[src/rtl/qpp_interleave_sched_pkg.sv]
// Shared constants and FSM encoding for the QPP interleave address sequencer.
package qpp_interleave_sched_pkg;
   localparam int ADDR_W_DEF = 13;
   localparam int ROW_W_DEF  = 10;
   localparam int NBANK      = 8;
   localparam int KMAX       = 6144;

   typedef enum logic [1:0] {
      ST_IDLE,
      ST_SETUP,
      ST_RUN,
      ST_FIN
   } state_t;
endpackage

[src/rtl/qpp_interleave_sched_if.sv]
// Interleaved address stream: valid/ready handshake plus address, bank select and row.
interface qpp_interleave_sched_if
   import qpp_interleave_sched_pkg::*;
#(
   parameter int ADDR_W = ADDR_W_DEF,
   parameter int ROW_W  = ROW_W_DEF
);
   logic              out_valid;
   logic              out_ready;
   logic [ADDR_W-1:0] inter_addr;
   logic [2:0]        resort_id;
   logic [ROW_W-1:0]  row_addr;
   logic              out_last;

   modport master (
      output out_valid, inter_addr, resort_id, row_addr, out_last,
      input  out_ready
   );

   modport slave (
      input  out_valid, inter_addr, resort_id, row_addr, out_last,
      output out_ready
   );
endinterface

[src/rtl/qpp_addmod.sv]
// Combinational (a+b) mod k for operands already below k; one conditional subtract.
module qpp_addmod
   import qpp_interleave_sched_pkg::*;
#(
   parameter int W = ADDR_W_DEF
) (
   input  logic [W-1:0] a,
   input  logic [W-1:0] b,
   input  logic [W-1:0] k,
   output logic [W-1:0] sum
);
   logic [W:0] raw;
   logic [W:0] red;

   always_comb begin
      raw = {1'b0, a} + {1'b0, b};
      red = raw - {1'b0, k};
      sum = (raw >= {1'b0, k}) ? red[W-1:0] : raw[W-1:0];
   end
endmodule

[src/rtl/qpp_interleave_sched.sv]
// QPP interleaved address sequencer with bank/row split; first address 9 cycles after start,
// out_ready=0 freezes all stream outputs. Optional natural-order mode under INTLV_BYPASS_EN.
module qpp_interleave_sched
   import qpp_interleave_sched_pkg::*;
#(
   parameter int ADDR_W = ADDR_W_DEF,
   parameter int ROW_W  = ROW_W_DEF
) (
   input  logic                          clk,
   input  logic                          rst,
   input  logic                          start,
   input  logic [ADDR_W-1:0]             k_len,
   input  logic [ADDR_W-1:0]             f1,
   input  logic [ADDR_W-1:0]             f2,
`ifdef INTLV_BYPASS_EN
   input  logic                          bypass,
`endif
   output logic                          busy,
   output logic                          done,
   output logic                          err,
   qpp_interleave_sched_if.master        stream
);
   localparam logic [ADDR_W-1:0] ONE     = ADDR_W'(1);
   localparam logic [ADDR_W-1:0] K_LIMIT = ADDR_W'(KMAX);

   state_t            state, state_nxt;
   logic [ADDR_W-1:0] k_r, f1_r, f2_r;
   logic [ADDR_W-1:0] pi, g, d, idx, acc, len, acc_sum;
   logic [ADDR_W-1:0] thr [0:NBANK-1];
   logic [2:0]        cnt;
   logic [2:0]        bank_r, bank_nxt;
   logic [ROW_W-1:0]  row_r, row_nxt;
   logic [ADDR_W-1:0] pa, pb, ga, gb, pi_sum, g_sum, pi_nxt;
   logic              fire, last, k_bad;
`ifdef INTLV_BYPASS_EN
   logic              byp_r;
`endif

   assign len     = k_r >> 3;
   assign acc_sum = acc + len;
   assign k_bad   = (k_r == '0) || (k_r[2:0] != 3'd0) || (k_r > K_LIMIT);
   assign last    = (idx == k_r - ONE);
   assign fire    = (state == ST_RUN) && stream.out_ready;

   // During SETUP the two adders derive g0=(f1+f2) mod K and d=(2*f2) mod K.
   always_comb begin
      if (state == ST_SETUP) begin
         pa = f1_r; pb = f2_r;
         ga = f2_r; gb = f2_r;
      end else begin
         pa = pi;   pb = g;
         ga = g;    gb = d;
      end
   end

   qpp_addmod #(.W(ADDR_W)) u_add_pi (.a(pa), .b(pb), .k(k_r), .sum(pi_sum));
   qpp_addmod #(.W(ADDR_W)) u_add_g  (.a(ga), .b(gb), .k(k_r), .sum(g_sum));

`ifdef INTLV_BYPASS_EN
   assign pi_nxt = byp_r ? idx + ONE : pi_sum;
`else
   assign pi_nxt = pi_sum;
`endif

   always_comb begin
      bank_nxt = '0;
      for (int j = 1; j < NBANK; j++) begin
         if (thr[j] <= pi_nxt) bank_nxt = bank_nxt + 3'd1;
      end
      row_nxt = ROW_W'(pi_nxt - thr[bank_nxt]);
   end

   always_ff @(posedge clk) begin
      if (rst) state <= ST_IDLE;
      else     state <= state_nxt;
   end

   always_comb begin
      state_nxt        = state;
      busy             = (state != ST_IDLE);
      done             = (state == ST_FIN);
      stream.out_valid = (state == ST_RUN);
      stream.out_last  = 1'b0;
      case (state)
         ST_IDLE:  if (start) state_nxt = ST_SETUP;
         ST_SETUP: begin
            if (cnt == 3'd0 && k_bad) state_nxt = ST_FIN;
            else if (cnt == 3'd7)     state_nxt = ST_RUN;
         end
         ST_RUN: begin
            stream.out_last = last;
            if (fire && last) state_nxt = ST_FIN;
         end
         ST_FIN:   state_nxt = ST_IDLE;
         default:  state_nxt = ST_IDLE;
      endcase
   end

   assign stream.inter_addr = pi;
   assign stream.resort_id  = bank_r;
   assign stream.row_addr   = row_r;

   always_ff @(posedge clk) begin
      if (rst) begin
         err    <= 1'b0;
         k_r    <= '0;
         f1_r   <= '0;
         f2_r   <= '0;
         pi     <= '0;
         g      <= '0;
         d      <= '0;
         idx    <= '0;
         acc    <= '0;
         cnt    <= '0;
         bank_r <= '0;
         row_r  <= '0;
         for (int j = 0; j < NBANK; j++) thr[j] <= '0;
`ifdef INTLV_BYPASS_EN
         byp_r  <= 1'b0;
`endif
      end else begin
         case (state)
            ST_IDLE: if (start) begin
               k_r  <= k_len;
               f1_r <= f1;
               f2_r <= f2;
               err  <= 1'b0;
               cnt  <= '0;
               acc  <= '0;
`ifdef INTLV_BYPASS_EN
               byp_r <= bypass;
`endif
            end
            ST_SETUP: begin
               cnt <= cnt + 3'd1;
               // One threshold per cycle: T[cnt+1] = (cnt+1)*L.
               if (cnt != 3'd7) begin
                  acc              <= acc_sum;
                  thr[cnt + 3'd1]  <= acc_sum;
               end
               g      <= pi_sum;
               d      <= g_sum;
               pi     <= '0;
               idx    <= '0;
               bank_r <= '0;
               row_r  <= '0;
               if (cnt == 3'd0 && k_bad) err <= 1'b1;
            end
            ST_RUN: if (fire) begin
               pi     <= pi_nxt;
               g      <= g_sum;
               idx    <= idx + ONE;
               bank_r <= bank_nxt;
               row_r  <= row_nxt;
            end
            default: ;
         endcase
      end
   end
endmodule

[src/flat_wrapper.sv]
// flat-port wrapper written by rule: the top's interface ports become plain ports
module qpp_interleave_sched_flat import qpp_interleave_sched_pkg::*;
#(
   parameter int ADDR_W = ADDR_W_DEF,
   parameter int ROW_W  = ROW_W_DEF
)
  (clk, rst, start, k_len, f1, f2, busy, done, err, stream_out_valid, stream_inter_addr, stream_resort_id, stream_row_addr, stream_out_last, stream_out_ready);
  qpp_interleave_sched_if #(.ADDR_W(ADDR_W), .ROW_W(ROW_W)) stream_i ();
  input  logic clk;
  input  logic rst;
  input  logic start;
  input  logic [ADDR_W-1:0] k_len;
  input  logic [ADDR_W-1:0] f1;
  input  logic [ADDR_W-1:0] f2;
  output logic busy;
  output logic done;
  output logic err;
  output wire logic [$bits(stream_i.out_valid)-1:0] stream_out_valid;
  output wire logic [$bits(stream_i.inter_addr)-1:0] stream_inter_addr;
  output wire logic [$bits(stream_i.resort_id)-1:0] stream_resort_id;
  output wire logic [$bits(stream_i.row_addr)-1:0] stream_row_addr;
  output wire logic [$bits(stream_i.out_last)-1:0] stream_out_last;
  input wire logic [$bits(stream_i.out_ready)-1:0] stream_out_ready;
  assign stream_out_valid = stream_i.out_valid;
  assign stream_inter_addr = stream_i.inter_addr;
  assign stream_resort_id = stream_i.resort_id;
  assign stream_row_addr = stream_i.row_addr;
  assign stream_out_last = stream_i.out_last;
  assign stream_i.out_ready = stream_out_ready;
  qpp_interleave_sched #(.ADDR_W(ADDR_W), .ROW_W(ROW_W)) u_core (.clk(clk), .rst(rst), .start(start), .k_len(k_len), .f1(f1), .f2(f2), .busy(busy), .done(done), .err(err), .stream(stream_i));
endmodule
[config.mk]
export PLATFORM = sky130hd
export DESIGN_NAME = qpp_interleave_sched_flat
export DESIGN_NICKNAME = d
export VERILOG_FILES = /design/src/rtl/qpp_interleave_sched_pkg.sv /design/src/rtl/qpp_interleave_sched_if.sv /design/src/rtl/qpp_addmod.sv /design/src/rtl/qpp_interleave_sched.sv /design/src/flat_wrapper.sv
export SDC_FILE = /design/constraint.sdc
export NUM_CORES = 1
export LEC_CHECK = 0
export CORE_MARGIN = 2
export CORE_UTILIZATION = 45
export CTS_CLUSTER_DIAMETER = 150
export DETAILED_ROUTE_END_ITERATION = 7
export HOLD_SLACK_MARGIN = 0.08
export PLACE_DENSITY = 0.66
export SLEW_MARGIN = 25
export SYNTH_ARGS = -nofsm -noshare
export SYNTH_HDL_FRONTEND = slang
export SYNTH_SLANG_ARGS = --single-unit
[constraint.sdc]
create_clock -name clk -period 16.2 [get_ports clk]
set_input_delay 3.24 -clock clk [delete_from_list [all_inputs] [get_ports clk]]
set_output_delay 3.24 -clock clk [all_outputs]
set_load 0.01 [all_outputs]
* Word-level counts from Yosys, hierarchy flattened *
Memory sizes are Yosys's and may differ from the RTL's.
Index checks and enable logic that the tools add are counted.

word-level totals
  register bits = 123
  output and inout bits = 31
  input bits = 43
  logic and storage cells = 115
  bits in writable memories = 104
  memories kept = 1

memory list
  name        depth  width  rd ports  clocked after memory_dff  write ports  RTL line                    text
  u_core.thr  8      13     8         0                         8            qpp_interleave_sched.sv:29  logic [ADDR_W-1:0] thr [0:NBANK-1];

cells by class
  add/sub/neg operators = 15
  eq/ne operators = 12
  order comparisons = 10
  mux-type cells = 45
  reduce and logical (&&, ||, !) cells = 19

operators by type and width
  cell                                                                   count
  13-bit two-way mux                                                     11
  13-bit case mux with 2 select lines                                    4
  13-bit less-or-equal comparator                                        7
  13-bit by 13-bit adder with 14-bit output                              2
  14-bit by 13-bit >= comparator with 1-bit output                       2
  3-bit two-way mux                                                      9
  13-bit subtractor                                                      2
  10-bit case mux with 2 select lines                                    1
  3-bit by 1-bit adder with 3-bit output (second input constant)         6
  13-bit by 1-bit adder with 13-bit output (second input constant)       1
  13-bit by 10-bit adder with 13-bit output                              1
  13-bit equality test                                                   1
  13-bit > comparator (second input constant)                            1
  13-bit logical NOT                                                     1
  13-bit OR reduction                                                    1
  13-bit by 1-bit subtractor with 13-bit output (second input constant)  1
  3-bit case mux with 2 select lines                                     2
  1-bit two-way mux                                                      11
  10-bit two-way mux                                                     1
  10-bit subtractor                                                      1
  3-bit AND reduction                                                    3
  2-bit two-way mux                                                      4
  2-bit case mux with 4 select lines                                     1
  2-bit != test (second input constant)                                  3
  other kinds (14)                                                       24

* Longest topological paths before layout *
An unclocked memory read counts as a cell.

  depth after elaboration = 23
  mapped depth = 78
  depth with buffers taken out = 68

* Cells and area by module *
A second synthesis with hierarchy kept.

unflattened totals
  cells, all modules = 1,727
  area, all modules = 15,567.4 um2

modules (own cells, without submodules)
  module                seq. area each (um2)  area an instance (um2)  cells an instance  times used
  qpp_interleave_sched  5,495.3               12,709.7                1,345              1
  qpp_addmod            0.0                   1,428.9                 191                2

* Worst setup path before layout *
No wires, ideal clock.

  path kind = register to register
  from = reg u_core.state[1]
  to = reg u_core.row_r[9], in the netlist u_core.stream.row_addr[9]
  period minus slack after synthesis = 14,785 ps
  cell stages (with the launch flop) = 74
  data required time = 16,070 ps
  arrival time = 14,655 ps
  path buffers = 11
  slack = 1,415 ps
  setup time = 130 ps
  cell sequence = dfxtp_1 -> inv_1 -> ha_1 -> buf_4 -> buf_2 -> buf_1 -> clkbuf_1 -> clkbuf_1 -> buf_1 -> mux2_2 -> ha_1 -> ha_1 -> o31a_1 -> o31a_1 -> o221ai_1 -> a21boi_0 -> o21ai_0 -> nand2b_1 -> [38 not listed] -> o31ai_2 -> ha_1 -> mux2_2 -> buf_2 -> buf_2 -> buf_2 -> mux2i_1 -> o21ai_0 -> mux2i_1 -> ha_1 -> a21o_1 -> a21o_1 -> and3_1 -> nand3_1 -> o211ai_4 -> a211oi_2 -> xnor2_1 -> o31ai_1

between the ends
  cells in the longest elaborated chain, start to end = 23
  elaborated cells on any way between the ends = 36
  classes of those cells = add/sub: 9; order compare: 8; eq/ne: 3; mux: 12; reduce/logical: 3; memory: 1

RTL lines
  what                                                                                          RTL line                                                 text
  start: declaration                                                                            qpp_interleave_sched.sv:26                               state_t state, state_nxt;
  start signal: assignment                                                                      qpp_interleave_sched.sv:75                               else state <= state_nxt;
  2-bit by 1-bit equality test with 1-bit output                                                qpp_interleave_sched.sv:47, qpp_interleave_sched.sv:122
  13-bit two-way mux                                                                            qpp_interleave_sched.sv:47                               if (state == ST_SETUP) begin
  13-bit by 13-bit adder with 14-bit output                                                     qpp_addmod.sv:16                                         raw = {1'b0, a} + {1'b0, b};
  13-bit subtractor / 14-bit by 13-bit >= comparator with 1-bit output (equally long branches)  qpp_addmod.sv:17, qpp_addmod.sv:18
  13-bit two-way mux                                                                            qpp_addmod.sv:18                                         sum = (raw >= {1'b0, k}) ? red[W-1:0] : raw[W-1:0];
  13-bit less-or-equal comparator                                                               qpp_interleave_sched.sv:68                               if (thr[j] <= pi_nxt) bank_nxt = bank_nxt + 3'd1;
  1-bit two-way mux                                                                             qpp_interleave_sched.sv:68
  1-bit by 1-bit adder with 2-bit output                                                        qpp_interleave_sched.sv:68
  [7 not listed]                                                                                --
  3-bit by 1-bit adder with 3-bit output                                                        qpp_interleave_sched.sv:68
  3-bit two-way mux                                                                             qpp_interleave_sched.sv:68
  3-bit by 1-bit adder with 3-bit output                                                        qpp_interleave_sched.sv:68
  3-bit two-way mux                                                                             qpp_interleave_sched.sv:68
  memory 8 x 13 bit                                                                             --
  10-bit subtractor                                                                             qpp_interleave_sched.sv:70                               row_nxt = ROW_W'(pi_nxt - thr[bank_nxt]);
  10-bit two-way mux                                                                            qpp_interleave_sched.sv:149                              ST_RUN: if (fire) begin
  10-bit case mux with 2 select lines                                                           qpp_interleave_sched.sv:122                              case (state)
  end signal: assignment                                                                        qpp_interleave_sched.sv:154                              row_r <= row_nxt;
  end: declaration                                                                              qpp_interleave_sched.sv:32                               logic [ROW_W-1:0] row_r, row_nxt;

Several ways; a longest one is shown, not always the timed one. The select of a mux whose other input is x is not followed.
A chain may end at the register's enable or synchronous reset.

* Final worst setup path *
Same ends and word-level chain as after synthesis.

==> results_tabular.tex <==
\begin{tabular}{lr}
\hline
Metric & Value \\
\hline
\multicolumn{2}{l}{\textbf{Floorplanning}} \\
\quad Io pins & 74 \\
\quad Effective utilization at floorplan & 0.459 \\
\quad Std-Cell Rows & 68 \\
\quad Vertical die dimension & 192 microns \\
\quad Core area & approximately 0.035 sq mm \\
\quad Die Footprint & around 0.037 sq mm \\
\quad Die width & 192 microns \\
\multicolumn{2}{l}{\textbf{Routing}} \\
\quad Average wire length per cell after detail routing & 19.4 microns \\
\quad Via density per instance & 5.84 \\
\quad Vias & 13800 \\
\quad First-pass iteration count of the detailed router & 5 \\
\quad 1st-iter DRT viols & 1211 \\
\quad Remaining antenna violation count after routing & 0 \\
\quad DRC & 0 \\
\quad Routed wire length & between 40000 and 50000 microns \\
\multicolumn{2}{l}{\textbf{CTS}} \\
\quad Clock Latency Late Sink & approximately 0.55 ns \\
\quad Hold buffer count at CTS & 0 \\
\quad Post-CTS setup buffer count & 0 \\
\quad Clock transition at the register clock pins on the worst setup and hold paths after CTS & 0.06 ns \\
\quad Clock root buffer & sky130\_fd\_sc\_hd\_\_clkbuf\_16 \\
\quad Clock tree buffer depth & 3 \\
\quad Num CTS Buffers & 27 \\
\quad TritonCTS clock tree & yes \\
\quad Number of clock sinks & 224 \\
\quad Cts repair resizes & 0 \\
\quad H-tree level count & 1 \\
\multicolumn{2}{l}{\textbf{Synthesis}} \\
\quad EDFF count, synth & 101 \\
\quad Number of flip-flops and latches in the synthesized netlist & between 200 and 250 \\
\quad Number of nets produced by synthesis & a little over 2000 \\
\quad Number of warnings reported in the yosys synthesis log & 0 \\
\quad Number of instances in the synthesized netlist & 1853 \\
\quad Async SR Flop Fraction & 0 \\
\quad Number of library cell types mapped by synthesis & 93 \\
\quad Primary FF master, synth & sky130\_fd\_sc\_hd\_\_dfxtp\_1 \\
\quad Synthesized area divided by synthesized cell count & 8.59 sq um \\
\quad Netlist area before placement & 0.0159 sq mm \\
\quad Sequential element share of the synthesized area & 0.345 \\
\multicolumn{2}{l}{\textbf{Timing}} \\
\quad Number of max-slew violations in the final report & 0 \\
\quad Actual transition at the worst max-transition pin & 0.963 ns \\
\quad Worst relative slew slack & 0.356 \\
\quad Setup clock skew after layout & 0.0173 ns \\
\quad Highest clock rate & 68.3 MHz \\
\quad Period utilization & 0.903 \\
\quad Final worst-path setup slack & 1.57 ns \\
\quad Hold Violations, Final & 0 \\
\quad Setup tns final & 0 ns \\
\quad RSZ-0062 raised after global routing & false \\
\quad Final count of negative-setup-slack endpoints & 0 \\
\quad WHS & $\sim$0.45 ns \\
\quad Final Critical Period & 14.63 ns \\
\multicolumn{2}{l}{\textbf{Worst setup path}} \\
\quad CP required & 16.60 ns \\
\quad Critical Path AT & 15.03 ns \\
\quad Slowest-stage cell, CP & sky130\_fd\_sc\_hd\_\_xnor3\_1 \\
\quad Buffers and inverters on the worst path & 3 \\
\quad Largest fanout on the critical path & 74 \\
\quad Kind of end point of the critical path & register \\
\quad Most used cell, CP & sky130\_fd\_sc\_hd\_\_ha\_1 \\
\quad CP delay by family, top & compound AO/OA/AOI/OAI gates \\
\quad Critical Path Start Type & register \\
\quad Delay of the slowest cell on the worst path & 0.77 ns \\
\quad Type of the worst setup path & register to register \\
\multicolumn{2}{l}{\textbf{Final layout}} \\
\quad Fin util & 0.519 \\
\quad Fillers & 3233 \\
\quad Final layout net count & 2084 \\
\quad Share of final-layout standard cells stronger than drive strength 1 & 0.0753 \\
\quad P\&R area growth vs syn & 13.2\% \\
\multicolumn{2}{l}{\textbf{Min path}} \\
\quad Worst min path class & register to register \\
\multicolumn{2}{l}{\textbf{Global route}} \\
\quad Pin count of the biggest net entering global routing & 75 \\
\quad First-pass GRT wire length & approximately 72000 microns \\
\quad Total global routing overflow & 0 \\
\quad GRT Total Usage & 0.248 \\
\quad Antenna violations before repair & 0 \\
\quad Number of global-route vias before repair & 13000 \\
\multicolumn{2}{l}{\textbf{Placed design}} \\
\quad Placement Setup Slack & 1.80 ns \\
\quad Placed wire-length estimate & 34400 microns \\
\quad Global placer's final weighted congestion & 0.907 \\
\quad \# port buffers & 73 \\
\multicolumn{2}{l}{\textbf{Outcome}} \\
\quad Status & complete, no violations \\
\multicolumn{2}{l}{\textbf{Run}} \\
\quad Max-cap violations & 0 \\
\hline
\end{tabular}
==> cell usage after synthesis, types with 14 or more instances <==
master / count / share of area
sky130_fd_sc_hd__a211oi_1: 20 / 0.0094
sky130_fd_sc_hd__a21oi_1: 148 / 0.047
sky130_fd_sc_hd__nor3_1: 29 / 0.0091
sky130_fd_sc_hd__nand2_1: 182 / 0.043
sky130_fd_sc_hd__clkbuf_1: 61 / 0.014
sky130_fd_sc_hd__nor2_1: 271 / 0.064
sky130_fd_sc_hd__dfxtp_1: 123 / 0.15
sky130_fd_sc_hd__nand4_1: 24 / 0.0094
sky130_fd_sc_hd__o21ai_0: 83 / 0.026
sky130_fd_sc_hd__nand3_1: 36 / 0.011
sky130_fd_sc_hd__edfxtp_1: 101 / 0.19
sky130_fd_sc_hd__mux2_2: 29 / 0.021
sky130_fd_sc_hd__a22oi_1: 25 / 0.012
sky130_fd_sc_hd__nor2b_1: 20 / 0.0079
sky130_fd_sc_hd__nand2b_1: 28 / 0.011
sky130_fd_sc_hd__mux2i_1: 44 / 0.028
sky130_fd_sc_hd__xnor2_1: 77 / 0.042
sky130_fd_sc_hd__inv_1: 88 / 0.021
sky130_fd_sc_hd__ha_1: 146 / 0.11
sky130_fd_sc_hd__xor2_1: 36 / 0.020
sky130_fd_sc_hd__and2_1: 14 / 0.0055
sky130_fd_sc_hd__a21o_1: 47 / 0.022
==> per-stage QoR <==
step           std cells  cell area, sq um
2_1_floorplan       1853             15900
3_3_place_gp        2317             17000
3_5_place_dp        2317             17100
4_1_cts             2367             18000
5_1_grt             2367             18000
6_report            2368             18000
==> area by class of cell <==
cell class                 instances  area [sq um]  share of cell area
antenna                            1          2.50            0.000139
clock buffer                      33           751              0.0416
clock inverter                    17           190              0.0106
inverter                          92           350              0.0194
multi-input combinational       1454          9800               0.543
sequential                       224          5500               0.305
tap                              455           569              0.0316
timing repair buffer              92           871              0.0483
==> registers in the layout (all words and copies together) (netlist names) <==
| register | count |
|---|---|
| u_core.f2_r | 13 |
| u_core.g | 13 |
| u_core.d | 13 |
| u_core.f1_r | 13 |
| u_core.stream.inter_addr | 13 |
| u_core.err | 1 |
| u_core.stream.row_addr | 10 |
| u_core.idx | 13 |
| u_core.k_r | 13 |
| u_core.state | 2 |
| u_core.cnt | 3 |
| u_core.thr | 101 |
| u_core.acc | 13 |
| u_core.stream.resort_id | 3 |
==> cells in the final DEF (no fill, tap or decap), drive strengths merged, types with 11 or more instances in the layout <==
cell type / synthesis / layout
nor2b: 20 / 20
and2: 16 / 16
a211oi: 22 / 22
nor3: 29 / 29
nor2: 272 / 272
dfxtp: 123 / 123
inv: 90 / 95
a22oi: 25 / 25
nand2b: 28 / 28
maj3: 11 / 11
o21ai: 87 / 87
buf: 22 / 20
nand4: 24 / 24
nand2: 182 / 182
mux2i: 46 / 46
o211ai: 11 / 11
a221oi: 13 / 13
a21oi: 150 / 150
xor2: 37 / 37
a21o: 47 / 47
and3: 14 / 14
mux2: 30 / 30
nand3: 36 / 36
clkbuf: 61 / 33
edfxtp: 101 / 101
ha: 146 / 146
clkdlybuf4s50: 0 / 72
xnor2: 77 / 77
==> worst min-delay path: stages (launching register included) <==
cell                      delay, ns
sky130_fd_sc_hd__dfxtp_1       0.31
sky130_fd_sc_hd__nand2_1       0.05
sky130_fd_sc_hd__a21oi_1       0.05
==> logic make-up (layout without fill, tap and decap cells) <==
family / Yosys count / count (layout) / synth area share
buf+inv: 175 / 234 / 0.0438
other cells: 0 / 1 / 0
simple gates: 661 / 661 / 0.187
flops: 224 / 224 / 0.345
compound gates: 441 / 441 / 0.182
xor+xnor: 115 / 115 / 0.0646
fa+ha+maj: 161 / 161 / 0.127
mux: 76 / 76 / 0.0508
==> path summary, 6_finish.rpt <==
kind	from	to	slack, ns	depth (start not counted)
max	u_core.state[1]	u_core.stream.row_addr[9]	1.57	59
min	u_core.f1_r[11]	u_core.f1_r[11]	0.45	2
max reg2reg	u_core.state[1]	u_core.stream.row_addr[9]	1.57	59
min reg2reg	u_core.f1_r[11]	u_core.f1_r[11]	0.45	2
==> routing by layer <==
layer	GRT usage	vias to the layer above	part of all wire
met2	0.400	506	0.45
li1	-	6686	-
met4	0.0587	0	0.020
met3	0.0303	68	0.072
met5	0	-	0
met1	0.354	6579	0.46
Power is left out: the tool's default activity adds up to more than one toggle a clock period on the data nets, which glitch-free logic cannot reach.
